File: src/rtl/sevseg_scan_scheduler.sv
// sevseg_scan_scheduler: 8-digit seven-segment scan with per-frame arbitration, blanking gap and PWM.
// Define SEVSEG_LEADING_ZERO_BLANK_EN to darken digits above the most significant nonzero nibble.
module sevseg_scan_scheduler #(
  parameter int BRIGHT_W    = 3,
  parameter int BLANK_TICKS = 1
) (
  input  logic                clk_7seg,
  input  logic                Rst,
  input  logic                dbg_req,
  input  logic [31:0]         dbg_val,
  input  logic                mmio_req,
  input  logic [31:0]         mmio_val,
  input  logic [BRIGHT_W-1:0] brightness,
  output logic [7:0]          an,
  output logic [6:0]          sev_out,
  output logic                frame_start,
  output logic                src_sel
);
  localparam int ON_TICKS = 2 ** BRIGHT_W;
  localparam int MAX_T = ON_TICKS > BLANK_TICKS ? ON_TICKS : BLANK_TICKS;
  localparam int TW = MAX_T > 1 ? $clog2(MAX_T) : 1;
  localparam logic [6:0] SEG [16] = '{
    7'b0000001, 7'b1001111, 7'b0010010, 7'b0000110,
    7'b1001100, 7'b0100100, 7'b0100000, 7'b0001111,
    7'b0000000, 7'b0000100, 7'b0001000, 7'b1100000,
    7'b0110001, 7'b1000010, 7'b0110000, 7'b0111000
  };
  typedef enum logic {BLANK, LIT} state_t;
  state_t              st_q, st_d;
  logic [2:0]          dig_q, dig_d;
  logic [TW-1:0]       tick_q, tick_d;
  logic                prim_q;
  logic [31:0]         val_q, val_d;
  logic [BRIGHT_W-1:0] br_q, br_d;
  logic                src_d, wrap, fs_d, lit_on;
  logic [3:0]          nib;
  logic [7:0]          show_d, an_d;
  logic [6:0]          sev_d;
`ifdef SEVSEG_LEADING_ZERO_BLANK_EN
  logic [7:0]          show_q, lz;
`endif
  // prim_q holds the reset state one extra cycle so the first frame opens with a real snapshot
  always_comb begin
    wrap   = st_q == BLANK ? tick_q == TW'(BLANK_TICKS - 1) : tick_q == TW'(ON_TICKS - 1);
    tick_d = (prim_q || wrap) ? '0 : tick_q + 1'b1;
    st_d   = (!prim_q && wrap) ? (st_q == BLANK ? LIT : BLANK) : st_q;
    dig_d  = (!prim_q && wrap && st_q == LIT) ? dig_q + 3'd1 : dig_q;
    src_d  = frame_start ? (dbg_req || (!mmio_req && src_sel)) : src_sel;
    val_d  = frame_start ? (src_d ? dbg_val : mmio_val) : val_q;
    br_d   = frame_start ? brightness : br_q;
`ifdef SEVSEG_LEADING_ZERO_BLANK_EN
    lz = 8'h01;
    for (int i = 1; i < 8; i++) lz[i] = |(val_d >> (4 * i));
    show_d = frame_start ? lz : show_q;
`else
    show_d = 8'hFF;
`endif
    nib    = val_d[{dig_d, 2'b00} +: 4];
    fs_d   = st_d == BLANK && dig_d == 3'd0 && tick_d == '0;
    lit_on = st_d == LIT && tick_d <= TW'(br_d) && show_d[dig_d];
    an_d   = lit_on ? ~(8'b1 << dig_d) : 8'hFF;
    sev_d  = st_d == LIT ? SEG[nib] : 7'h7F;
  end
  always_ff @(posedge clk_7seg) begin
    if (Rst) begin
      st_q        <= BLANK;
      dig_q       <= '0;
      tick_q      <= '0;
      prim_q      <= 1'b1;
      val_q       <= '0;
      br_q        <= '0;
      an          <= 8'hFF;
      sev_out     <= 7'h7F;
      frame_start <= 1'b0;
      src_sel     <= 1'b0;
`ifdef SEVSEG_LEADING_ZERO_BLANK_EN
      show_q      <= 8'hFF;
`endif
    end else begin
      st_q        <= st_d;
      dig_q       <= dig_d;
      tick_q      <= tick_d;
      prim_q      <= 1'b0;
      val_q       <= val_d;
      br_q        <= br_d;
      an          <= an_d;
      sev_out     <= sev_d;
      frame_start <= fs_d;
      src_sel     <= src_d;
`ifdef SEVSEG_LEADING_ZERO_BLANK_EN
      show_q      <= show_d;
`endif
    end
  end
endmodule

File: config.mk
export PLATFORM = sky130hd
export DESIGN_NAME = sevseg_scan_scheduler
export DESIGN_NICKNAME = d
export VERILOG_FILES = /design/src/rtl/sevseg_scan_scheduler.sv
export SDC_FILE = /design/constraint.sdc
export NUM_CORES = 1
export LEC_CHECK = 0
export BUFFER_PORTS_ARGS = -buffer_cell sky130_fd_sc_hd__buf_2
export CAP_MARGIN = 30
export CORE_MARGIN = 1
export CORE_UTILIZATION = 47
export DETAILED_ROUTE_END_ITERATION = 10
export PLACE_DENSITY = 0.76
export SLEW_MARGIN = 20
export SYNTH_ARGS = -nofsm -noshare
export SYNTH_HDL_FRONTEND = slang
export SYNTH_SLANG_ARGS = --single-unit
File: constraint.sdc
create_clock -name clk_7seg -period 3.4 [get_ports clk_7seg]
set_input_delay 0.51 -clock clk_7seg [delete_from_list [all_inputs] [get_ports clk_7seg]]
set_output_delay 0.51 -clock clk_7seg [all_outputs]
set_load 0.03 [all_outputs]
Yosys cells after proc, flatten, opt, wreduce, memory -nomap -nowiden
Memories as Yosys holds them, arrays and structs flattened. A register that Yosys moved wholly into a read port is not among the register bits.
Cells that the tools add are included.
W data, S select, Z words.
- add/subtract/negate cells: 2
- muxes and demuxes: 11
- shift-type cells: 2
- eq/ne operators: 1
- reductions and logical operators: 16
- bitwise gates (word level): 4
- $lt $le $gt $ge: 2
- operator list (operator ; number):
    $mux W32 ; 2
    $shiftx A32 B6 Y4 ; 1
    $logic_not A3 Y1 ; 3
    $mux W3 ; 3
    $not A8 Y8 ; 1
    $shl A1 B3 Y8 const A ; 1
    $logic_and A1 B1 Y1 ; 7
    $add A3 B1 Y3 const B ; 2
    $mux W1 ; 6
    $not A4 Y5 ; 1
    $lt A3 B4 Y1 const B ; 1
    $reduce_or A2 Y1 ; 2
    $eq A3 B3 Y1 const B ; 1
    $le A3 B3 Y1 ; 1
    $logic_not A1 Y1 ; 2
    $logic_or A1 B1 Y1 ; 2
    $not A1 Y1 ; 2
- memories: 2
- flip-flop bits (word level): 53
- word-level logic and storage cells: 49
- input port bits: 71
- memory bits (read-only): 120
- output and inout bits: 17
- memory list (memory ; words ; bits a word ; read ports ; clocked after memory_dff ; wr ports ; RTL line ; source):
    (name not given) ; 16 ; 7 ; 1 ; 1 ; 0 ; 62 ; sev_d = st_d == LIT ? SEG[nib] : 7'h7F;
    (name not given) ; 8 ; 1 ; 1 ; 0 ; 0 ; 60 ; lit_on = st_d == LIT && tick_d <= TW'(br_d) && show_d[dig_d];

Logic depth before layout (Yosys ltp)
- depth after elaboration: 10
- depth in mapped cells: 19
- depth with buffers taken out: 18

Worst setup path before layout
Ideal clock, no wire load.
- path kind: register -> register
- from: register tick_q[0]
- to: register sev_out[2]
- data arrival time: 3.155 ns
- path buffers: 2
- slack: 0.123 ns
- period minus slack after synthesis: 3.277 ns
- required time: 3.278 ns
- cell stages (with the launch flop): 17
- setup time: 0.122 ns
- cells stage by stage: dfxtp_1 > inv_1 > ha_1 > nor3b_1 > a21oi_1 > nor2_1 > ha_1 > buf_6 > xnor2_1 > clkbuf_1 > o32ai_1 > o221ai_1 > inv_1 > ha_1 > inv_1 > mux2i_1 > a221o_1
- word-level cells in the longest chain between the ends: 7
- RTL lines (item ; RTL line ; source):
    from (decl) ; 31 ; logic [TW-1:0] tick_q, tick_d;
    from (signal assigned) ; 82 ; tick_q <= tick_d;
    $eq A3 B3 Y1 / $logic_not A3 Y1 (equally long branches) ; 44 ; wrap = st_q == BLANK ? tick_q == TW'(BLANK_TICKS - 1) : tick_q == TW'(ON_TICKS - 1);
    $mux W1 * ; 44 ;
    $logic_and A1 B1 Y1 * ; 46, 47 ;
    $logic_and A1 B1 Y1 ; 47 ; dig_d = (!prim_q && wrap && st_q == LIT) ? dig_q + 3'd1 : dig_q;
    $mux W3 ; 47 ;
    $shiftx A32 B6 Y4 ; 58 ; nib = val_d[{dig_d, 2'b00} +: 4];
    $not A4 Y5 (implied by the code) ; 62 ;
    to (decl) ; 15 ; output logic [6:0] sev_out,
Every way passes the cells marked *; elsewhere a longest branch is shown, timed or not.
A chain may end at the register's enable or synchronous reset.

Worst setup path after layout
Ends and elaborated chain as after synthesis.

==> flow_metrics.tcl <==
set metrics [dict create \
    cts_root_buf "clkbuf_8" \
    htreeDepth 3 \
    grt-ovfl-total 0 \
    via_per_inst 5.67 \
    drt_wl_total_um 8210 \
    worstReg2RegStart "tick_q[0]" \
    start_util_pct 49.7 \
    synth.most_common_cell "dfxtp_1" \
    hp-class "input port to register" \
    row_count 29 \
    finalInstanceArea_mm2 0.00405 \
    worstPathArrival_ns 3.46 \
    clock_sinks 60 \
    io_pins 88 \
    period_needed_ns 3.24 \
    critPathCaptureType "register" \
    antenna_found_initial 0 \
    clockBufferDepth 2 \
    finalSetupViolCount 0 \
    synthCells 384 \
    portBuffers 87 \
    drv_cap 0 \
    insertion_delay_ns 0.34 \
    critPathKind "register to register" \
    ys_seq_elements 60 \
    layout-drive-gt1-share_pct 30.5 \
    synthFlopType "dfxtp_1" \
    power_density_mw_per_mm2 642 \
    final_net_count 566 \
    grt_util_all_layers_pct 23.9 \
    synthTopCellsByCount "60 x dfxtp_1, 48 x nor2_1, 31 x nand2_1" \
    syn_avg_cell_area_um2 8.41 \
    drtIter0Drc 251 \
    die_x_um 84.9 \
    finalSetupTns_ns 0 \
    whs_ns 0.459 \
    num_antenna_cells 0 \
    worst_setup_path_start_kind "register" \
    placed_area_mm2 0.00378 \
    crit_path_start "tick_q[0]" \
    synth_warnings 0 \
    hold_depth 3 \
    synth_edf_count 0 \
    slew_headroom_pct 51.2 \
    r2r-end "sev_out[2]" \
    holdPathEnd "br_q[1]" \
    antenna_left 0 \
    finalWeightedCongestion 0.852 \
    finalMaxSlewViolations 0 \
    cts_tree "yes" \
    num_vias 3189 \
    worstHoldStart "brightness[1]" \
    hold_viol 0 \
    ys_seq_area_share_pct 37.2 \
    coreArea_mm2 0.00649 \
    die-area_mm2 0.00721 \
    rr_worst_depth 15 \
    tightest_slew_ns 0.732 \
    critPathMaxFanout 10 \
    dp_cells 544 \
    synth_async_sr_flop_share_pct 0 \
    cp.required_ns 3.62 \
    rrSetupSlack_ns 0.16 \
    cts_inserted_buffers 9 \
    violations "DRC" \
    hpwl_um 6080 \
    ys_types 55 \
    path_clk_slew_ns 0.06 \
    skew_ns 0.0124 \
    syn_to_final_growth_pct 25.5 \
    finalCritPeriodShare_pct 95.4 \
    status "finished, violations left" \
    yosys.area.top_type_share_pct 37.2 \
    firstDrtPassIters 8 \
    p_leak_nw 1.78 \
    grt_pass1_wl_um 13500 \
    synth_area_leaders "dfxtp_1 37%, nor2_1 5.6%, ha_1 5.4%" \
    power_mw 2.60 \
    timing.fmax_mhz 308 \
    grt_max_degree 39 \
    drcViolationCount 7 \
    synth_fp_nets 469 \
    grt_pass1_vias 2970 \
    syn_area_mm2 0.00323 \
    drt-wirelength-per-cell_um 14.6 \
    final_cell_count_no_fill 562 \
    fillers 544 \
    ir_drop_mv 0.346 \
    yosysTopAreaCell "dfxtp_1" \
    die_h_um 84.9 \
]
-- registers in the layout (all words and copies together) (netlist names) --
name / cells
an: 8
br_q: 3
dig_q: 3
frame_start: 1
prim_q: 1
sev_out: 7
src_sel: 1
st_q: 1
tick_q: 3
val_q: 32
-- power breakdown --
part	total, mW	internal (mW)	leakage [nW]	switching [mW]
clock network	0.560	0.298	0.0893	0.262
logic	1.13	0.471	1.20	0.655
registers	0.917	0.838	0.493	0.0794
total	2.60	1.61	1.78	0.996
-- layout by cell type, fill, tap and decap left out, types with 2 or more instances in the layout --
cell type,n
clkbuf_1,2
o32ai_1,3
o21ai_1,14
nand3_1,25
mux2i_1,14
mux2_2,2
buf_2,87
a311oi_1,11
a211oi_1,14
inv_1,10
dfxtp_1,59
a211o_1,3
a31oi_1,10
ha_1,13
nor3_1,8
o21ai_0,9
nand2_1,29
nor2_1,48
nor2b_1,5
clkinv_2,2
nor3b_1,2
o21a_1,2
buf_4,24
mux2_1,2
clkbuf_8,11
o211ai_1,3
nand2_2,2
nand2b_1,2
and2_1,14
xnor2_2,2
a21oi_1,11
and3_1,9
o221ai_1,3
-- cells by family (layout without fill, tap and decap cells) --
logic type | Yosys count | in the layout | share of synthesized area, %
AO/OA/AOI/OAI | 98 | 98 | 21.3
adder cells (fa/ha/maj) | 14 | 14 | 5.42
buffers and inverters | 38 | 139 | 6.01
flip-flops | 60 | 60 | 37.2
XOR/XNOR | 4 | 4 | 1.32
AND/OR/NAND/NOR | 150 | 150 | 22.3
multiplexers | 20 | 20 | 6.51
-- worst max-delay path by stage --
stage | endpoint | slack, ns
final | sev_out[2] | 0.16
after global routing | sev_out[3] | -0.01
after CTS | sev_out[3] | 0.04
after detailed placement | sev_out[3] | 0.02
after global placement | sev_out[3] | 0.11
after floorplan | sev_out[2] | 0.12
-- cell type report --
| class | count | area (µm²) | area share (%) |
|---|---|---|---|
| clock inverter | 2 | 10.0 | 0.247 |
| inverter | 12 | 45.0 | 1.11 |
| tap | 77 | 96.3 | 2.38 |
| timing repair buffer | 112 | 627 | 15.5 |
| sequential | 60 | 1200 | 29.7 |
| clock buffer | 13 | 159 | 3.92 |
| multi-input combinational | 286 | 1910 | 47.2 |
-- layer usage --
metal / GRT usage (%) / vias up / share of wire (%)
met5: 0 / - / 0
met3: 5.25 / 17 / 6.9
met2: 37.2 / 133 / 44
li1: - / 1579 / -
met4: 12.2 / 0 / 2.3
met1: 31.4 / 1460 / 47
-- critical path, stage by stage (launching register included) --
cell	delay [ns]
dfxtp_1	0.33
inv_1	0.06
ha_1	0.18
nor3b_1	0.13
a21oi_1	0.15
nor2_1	0.10
ha_4	0.21
buf_4	0.15
xnor2_2	0.34
nand2_1	0.10
and3_1	0.17
a211o_1	0.28
a41oi_2	0.33
nand2_4	0.17
mux2i_1	0.15
a221o_1	0.28
-- repair_timing --
item / 4_1_cts / 5_1_grt
setup endpoints to repair: 2 / 7
endpoints found under the hold margin: 0 / 0
gates resized for setup: 2 / 12
gates cloned: 0 / 0
pin swaps: 0 / 3
hold buffers: 0 / 0
setup buffers: 0 / 3
-- metrics by stage --
stage	setup slack [ns]	utilization [%]
global route	-0.0121	62.4
finish	0.156	62.4
detailed placement	0.0245	58.2
global placement	0.109	58.2
CTS	0.0380	61.0
floorplan	0.123	-
Power figures use the tool's default switching activity.
